==> config.mk <==
export PLATFORM = sky130hd
export DESIGN_NAME = acc_result_collector
export DESIGN_NICKNAME = d
export VERILOG_FILES = /design/src/rtl/acc_result_collector.sv
export SDC_FILE = /design/constraint.sdc
export NUM_CORES = 1
export LEC_CHECK = 0
export BUFFER_PORTS_ARGS = -buffer_cell sky130_fd_sc_hd__buf_2
export CAP_MARGIN = 15
export CORE_MARGIN = 8
export CORE_UTILIZATION = 25
export CTS_CLUSTER_SIZE = 40
export DETAILED_ROUTE_END_ITERATION = 7
export GPL_TIMING_DRIVEN = 0
export PLACE_DENSITY = 0.43
export REMOVE_ABC_BUFFERS = 1
export SLEW_MARGIN = 20
export SYNTH_ARGS = -nofsm -noshare
export SYNTH_HDL_FRONTEND = slang
export SYNTH_SLANG_ARGS = --single-unit
==> constraint.sdc <==
create_clock -name wb_clk_i -period 8.8 [get_ports wb_clk_i]
set_clock_uncertainty 0.05 [all_clocks]
set_input_delay 0.88 -clock wb_clk_i [delete_from_list [all_inputs] [get_ports wb_clk_i]]
set_output_delay 0.88 -clock wb_clk_i [all_outputs]
set_load 0.1 [all_outputs]
==> src/rtl/acc_result_collector.sv <==
// acc_result_collector
//   Captures accumulator results from the systolic array into a FIFO and
//   exposes them, plus status/control, as a Wishbone slave register window.
//   Raises a level interrupt once RECEIVED reaches the programmed EXPECTED.
//
// Ports
//   wb_clk_i, wb_rst_n           clock, async active-low reset
//   wbs_stb_i/cyc_i/we_i/sel_i   Wishbone slave request
//   wbs_adr_i, wbs_dat_i         byte address, write data
//   wbs_ack_o, wbs_dat_o         registered acknowledge, read data
//   func_sel_i                   results accepted only when 1
//   acc_out_i, acc_out_valid_i   systolic result stream
//   irq_o                        DONE interrupt (level)
//
// Registers (offset = adr[3:2])
//   0x0 RESULT   RO  read pops FIFO head
//   0x4 STATUS   RO  [15:0] count [16] empty [17] full [18] OVF [19] UNF [20] DONE
//   0x8 CTRL     RW  [15:0] EXPECTED, [31] CLEAR (self-clearing)
//   0xC RECEIVED RO  [15:0]
module acc_result_collector #(
  parameter int unsigned DATA_WIDTH = 32,
  parameter int unsigned DEPTH      = 16,
  parameter logic [31:0] BASE_ADDR  = 32'h3000_8000
) (
  input  logic                  wb_clk_i,
  input  logic                  wb_rst_n,
  input  logic                  wbs_stb_i,
  input  logic                  wbs_cyc_i,
  input  logic                  wbs_we_i,
  input  logic [3:0]            wbs_sel_i,
  input  logic [31:0]           wbs_adr_i,
  input  logic [31:0]           wbs_dat_i,
  output logic                  wbs_ack_o,
  output logic [31:0]           wbs_dat_o,
  input  logic                  func_sel_i,
  input  logic [DATA_WIDTH-1:0] acc_out_i,
  input  logic                  acc_out_valid_i,
  output logic                  irq_o
);

  localparam int unsigned AW = $clog2(DEPTH);
  localparam int unsigned CW = AW + 1;

  typedef enum logic [1:0] {
    REG_RESULT   = 2'd0,
    REG_STATUS   = 2'd1,
    REG_CTRL     = 2'd2,
    REG_RECEIVED = 2'd3
  } reg_e;

  logic [DATA_WIDTH-1:0] mem [DEPTH];
  logic [AW-1:0]         wr_ptr;
  logic [AW-1:0]         rd_ptr;
  logic [CW-1:0]         count;
  logic [15:0]           received;
  logic [15:0]           expected;
  logic                  ovf;
  logic                  unf;
  logic                  done;

  logic        hit;
  logic        rd_hit;
  logic        wr_hit;
  reg_e        reg_sel;
  logic        full;
  logic        empty;
  logic        push;
  logic        push_ok;
  logic        drop;
  logic        pop;
  logic        underflow;
  logic        clear;
  logic        ctrl_wr;
  logic [15:0] exp_next;
  logic [15:0] recv_next;
  logic        done_next;
  logic [31:0] rd_data;

  logic unused_bits;
  assign unused_bits = ^{wbs_adr_i[1:0], wbs_dat_i[30:16], wbs_sel_i[2]};

  always_comb begin
    hit       = wbs_stb_i & wbs_cyc_i & (wbs_adr_i[31:4] == BASE_ADDR[31:4]) & ~wbs_ack_o;
    rd_hit    = hit & ~wbs_we_i;
    wr_hit    = hit & wbs_we_i;
    reg_sel   = reg_e'(wbs_adr_i[3:2]);
    full      = (count == CW'(DEPTH));
    empty     = (count == '0);
    push      = acc_out_valid_i & func_sel_i;
    pop       = rd_hit & (reg_sel == REG_RESULT) & ~empty;
    underflow = rd_hit & (reg_sel == REG_RESULT) & empty;
    // A pop in the same cycle frees the slot, so a push into a full FIFO still lands.
    push_ok   = push & (~full | pop);
    drop      = push & full & ~pop;
    clear     = wr_hit & (reg_sel == REG_CTRL) & wbs_sel_i[3] & wbs_dat_i[31];
    ctrl_wr   = wr_hit & (reg_sel == REG_CTRL) & (|wbs_sel_i[1:0]);
  end

  always_comb begin
    exp_next = expected;
    if (ctrl_wr & wbs_sel_i[0]) exp_next[7:0]  = wbs_dat_i[7:0];
    if (ctrl_wr & wbs_sel_i[1]) exp_next[15:8] = wbs_dat_i[15:8];

    recv_next = push ? received + 16'd1 : received;

    done_next = ctrl_wr ? 1'b0 : done;
    if (push && (recv_next == exp_next) && (exp_next != '0)) done_next = 1'b1;
  end

  always_comb begin
    rd_data = '0;
    unique case (reg_sel)
      REG_RESULT:   rd_data = empty ? '0 : 32'(mem[rd_ptr]);
      REG_STATUS:   rd_data = {11'd0, done, unf, ovf, full, empty, 16'(count)};
      REG_CTRL:     rd_data = {16'd0, expected};
      REG_RECEIVED: rd_data = {16'd0, received};
      default:      rd_data = '0;
    endcase
  end

  always_ff @(posedge wb_clk_i or negedge wb_rst_n) begin
    if (!wb_rst_n) begin
      wbs_ack_o <= 1'b0;
      wbs_dat_o <= '0;
      wr_ptr    <= '0;
      rd_ptr    <= '0;
      count     <= '0;
      received  <= '0;
      expected  <= '0;
      ovf       <= 1'b0;
      unf       <= 1'b0;
      done      <= 1'b0;
    end else begin
      wbs_ack_o <= hit;
      wbs_dat_o <= rd_hit ? rd_data : '0;
      expected  <= exp_next;
      if (clear) begin
        wr_ptr   <= '0;
        rd_ptr   <= '0;
        count    <= '0;
        received <= '0;
        ovf      <= 1'b0;
        unf      <= 1'b0;
        done     <= 1'b0;
      end else begin
        if (push_ok) wr_ptr <= wr_ptr + AW'(1);
        if (pop)     rd_ptr <= rd_ptr + AW'(1);
        count    <= count + CW'(push_ok) - CW'(pop);
        received <= recv_next;
        done     <= done_next;
        if (drop)      ovf <= 1'b1;
        if (underflow) unf <= 1'b1;
      end
    end
  end

  always_ff @(posedge wb_clk_i) begin
    if (push_ok && !clear) mem[wr_ptr] <= acc_out_i;
  end

  assign irq_o = done;

endmodule
==> flow_metrics.py <==
metrics = {
    "floorplanning": {
        "std_cell_rows": 112,
        "design.core.area_um2": 93500,
        "ios": 141,
        "die_w_um": 323,
        "dieHeight_um": 323,
        "die_area_um2": 105000,
        "initial_core_util_pct": 25.3,
    },
    "route": {
        "dr.pass1.iters": 4,
        "routed_wirelength_um": 63400,
        "avgViaCountPerCell": 4.47,
        "dr_total_vias": 12000,
        "ant_nets": 0,
        "drc": 0,
        "wl_per_cell_um": 23.7,
        "dr.first_iter.drc_count": 799,
    },
    "clock_network": {
        "cts_sinks": 593,
        "post_cts.repair.setup_buffers": 0,
        "cts.clk_slew.worst_paths_ns": 0.06,
        "ctsResizeCount": 0,
        "ctsHoldBuffers": 0,
        "cts-buffers-inserted": 67,
        "cts_max_level": 3,
        "clock_path_buffers": 3,
        "clk_latency_ns": 0.60,
        "cts_tree": "done",
        "cts_root_buf": "clkbuf_16",
    },
    "sta": {
        "hold_violations": 0,
        "fin_crit_sh_pct": 49.8,
        "drv_slew": 0,
        "rsz0062_at_grt": "false",
        "slew_headroom_pct": 37.6,
        "setup_tns_ns": 0,
        "min_period_ns": 4.38,
        "setup_viol": 0,
        "tightestPinTransition_ns": 0.929,
        "max_freq_ghz": 0.228,
    },
    "placement": {
        "gp_congestion": 0.747,
        "dpl_cell_area_um2": 26300,
        "dp_hpwl_um": 37900,
        "portBuffers": 122,
    },
    "yosys": {
        "synth_compound_area_share_pct": 3.33,
        "netlist_instances": 1203,
        "yosysSeqAreaShare_pct": 73.7,
        "syn_area_um2": 23600,
        "ys_warn_count": 0,
        "ys_ff_latch": 593,
        "synth_fa_ha_area_share_pct": 0.721,
        "synth_top_family_by_area": "multiplexers",
        "synth_mux_area_share_pct": 15.3,
        "synthArstFlopShare_pct": 13.7,
        "ys_types": 61,
        "synth_edf_count": 512,
        "synth_xor_area_share_pct": 1.34,
        "synth_area_per_cell_um2": 19.6,
        "synthFlopType": "edfxtp_1",
        "synth-simple-area-share_pct": 4.27,
    },
    "outcome": {
        "status": "completed",
    },
    "global_routing": {
        "grt_pass1_wl_um": 91500,
        "grt_max_degree": 54,
        "antenna_found_initial": 11,
        "grt_pass1_vias": 12900,
        "track_usage_pct": 12.1,
        "grt_overflow": 0,
    },
    "worst_setup_path": {
        "reg2reg_depth": 8,
        "cp_max_fo": 22,
        "critPathCaptureType": "register",
        "critPathRequiredTime_ns": 9.03,
        "r2r-end": "mem[2][1]",
        "critPathLaunchType": "input port",
        "critPathArrivalTime_ns": 4.62,
        "reg2reg_slack_ns": 4.65,
        "r2r_start": "wbs_ack_o",
        "critical_path_class": "in -> reg",
    },
    "final_layout": {
        "drive_gt1_share_pct": 31.5,
        "syn2layout_area_growth_pct": 20.3,
        "final_cell_mix": "512 x edfxtp_1, 133 x mux4_2, 121 x buf_2",
        "stdcell_area_um2": 28400,
        "nFillCells": 9176,
        "final_common_cell": "edfxtp_1",
        "nNetsFinal": 1483,
    },
    "power_and_ir_drop": {
        "total_power_w": 0.00644,
        "leakage_nw": 9.26,
        "peakVddDrop_mv": 0.126,
        "power.density_nw_per_um2": 227,
    },
    "min_path": {
        "hold_class": "in -> async",
    },
    "job": {
        "max_cap_violations": 0,
    },
}
-- cell families (layout without fill, tap and decap cells) --
logic type | Yosys count | in the layout
xor+xnor | 36 | 36
fa+ha+maj | 13 | 13
compound gates | 119 | 119
mux | 191 | 191
buf+inv | 77 | 291
flops | 593 | 593
other cells | 0 | 4
simple gates | 174 | 174
-- cell usage after synthesis, types with 2 or more instances --
master,number,area (µm²)
mux2i_1,37,370
a22oi_1,24,180
a211oi_1,8,60.1
nor4_2,4,50.1
nand4b_1,2,17.5
nand4_4,2,42.5
xor2_1,20,175
and3_1,5,31.3
clkbuf_1,38,143
inv_1,14,52.6
or3_1,2,12.5
o41ai_1,3,26.3
buf_1,14,52.6
nor2_1,60,225
nor4_1,9,56.3
mux2_4,2,30.0
and2_1,17,106
xnor2_1,16,140
buf_4,5,37.5
mux4_2,133,3000
o31a_2,2,20.0
dfrtp_1,81,2030
nor3_1,11,55.1
o21a_1,2,15.0
buf_2,4,20.0
nand3_1,8,40.0
nor2b_1,2,12.5
ha_1,12,150
a21oi_1,36,180
a221oi_1,14,123
edfxtp_1,512,15400
nand2_1,29,109
nand4_1,6,37.5
a21o_1,3,22.5
and4_1,2,17.5
nor4_4,3,63.8
mux2_2,19,214
o21ai_0,19,95.1
-- layout make-up --
class | count | area, µm² | area share [%]
timing repair buffer | 153 | 1280 | 4.50
clock buffer | 98 | 1930 | 6.79
multi-input combinational | 533 | 5970 | 21.0
antenna | 4 | 10.0 | 0.0352
sequential | 593 | 17400 | 61.3
inverter | 15 | 56.3 | 0.198
tap | 1254 | 1570 | 5.52
clock inverter | 25 | 181 | 0.639
-- how the worst max path moves through the flow --
stage                   from            end  depth (start not counted)
6_report       wbs_adr_i[25]      mem[2][1]                          9
4_1_cts        wbs_adr_i[25]     mem[2][12]                          9
2_1_floorplan      rd_ptr[0]  wbs_dat_o[10]                          6
3_5_place_dp   wbs_adr_i[25]     mem[2][25]                          9
5_1_grt        wbs_adr_i[25]      mem[2][1]                          9
3_3_place_gp       rd_ptr[0]  wbs_dat_o[11]                          6
-- critical path, stage by stage --
cell and delay (ns):
buf_2 0.10, nor4_2 0.43, nand4_4 0.28, or3_2 0.76, nor3_2 0.41, o21ai_2 0.29
nor4_1 0.60, and2_4 0.55, buf_12 0.29
-- stage by stage --
| stage | setup slack, ns | util [%] | std cells | hold WS (ns) |
|---|---|---|---|---|
| CTS | 4.38 | 30.4 | 2671 | 0.0783 |
| global route | 4.15 | 30.4 | 2671 | 0.102 |
| floorplan | 1.76 | - | 1141 | 0.413 |
| global placement | -1.42 | 27.3 | 2517 | 0.445 |
| finish | 4.42 | 30.4 | 2675 | 0.107 |
| detailed placement | 3.73 | 28.1 | 2548 | 0.449 |
-- registers in the layout, summed over array words and instances, names as in the netlist --
name       cells
ovf            1
rd_ptr         4
wbs_ack_o      1
wbs_dat_o     32
mem          512
expected      16
received      16
irq_o          1
wr_ptr         4
unf            1
count          5
-- power by group --
part,total [W],switching [W],internal (W),leakage (nW)
clock network,0.00268,0.00112,0.00156,1.03
logic,0.000472,0.000297,0.000175,2.52
registers,0.00328,0.0000701,0.00321,5.71
total,0.00644,0.00149,0.00495,9.26
-- per-layer routing --
| layer | routed length, µm | part of all wire (%) | global-route usage [%] | vias up |
|---|---|---|---|---|
| met5 | 26 | 0.041 | 0 | - |
| met4 | 1460 | 2.3 | 3.17 | 4 |
| met3 | 3130 | 4.9 | 2.56 | 106 |
| met2 | 31300 | 49 | 20.6 | 320 |
| met1 | 27500 | 43 | 15.5 | 6293 |
| li1 | - | - | - | 5237 |
Note: power is estimated with default switching activity, not from simulation.
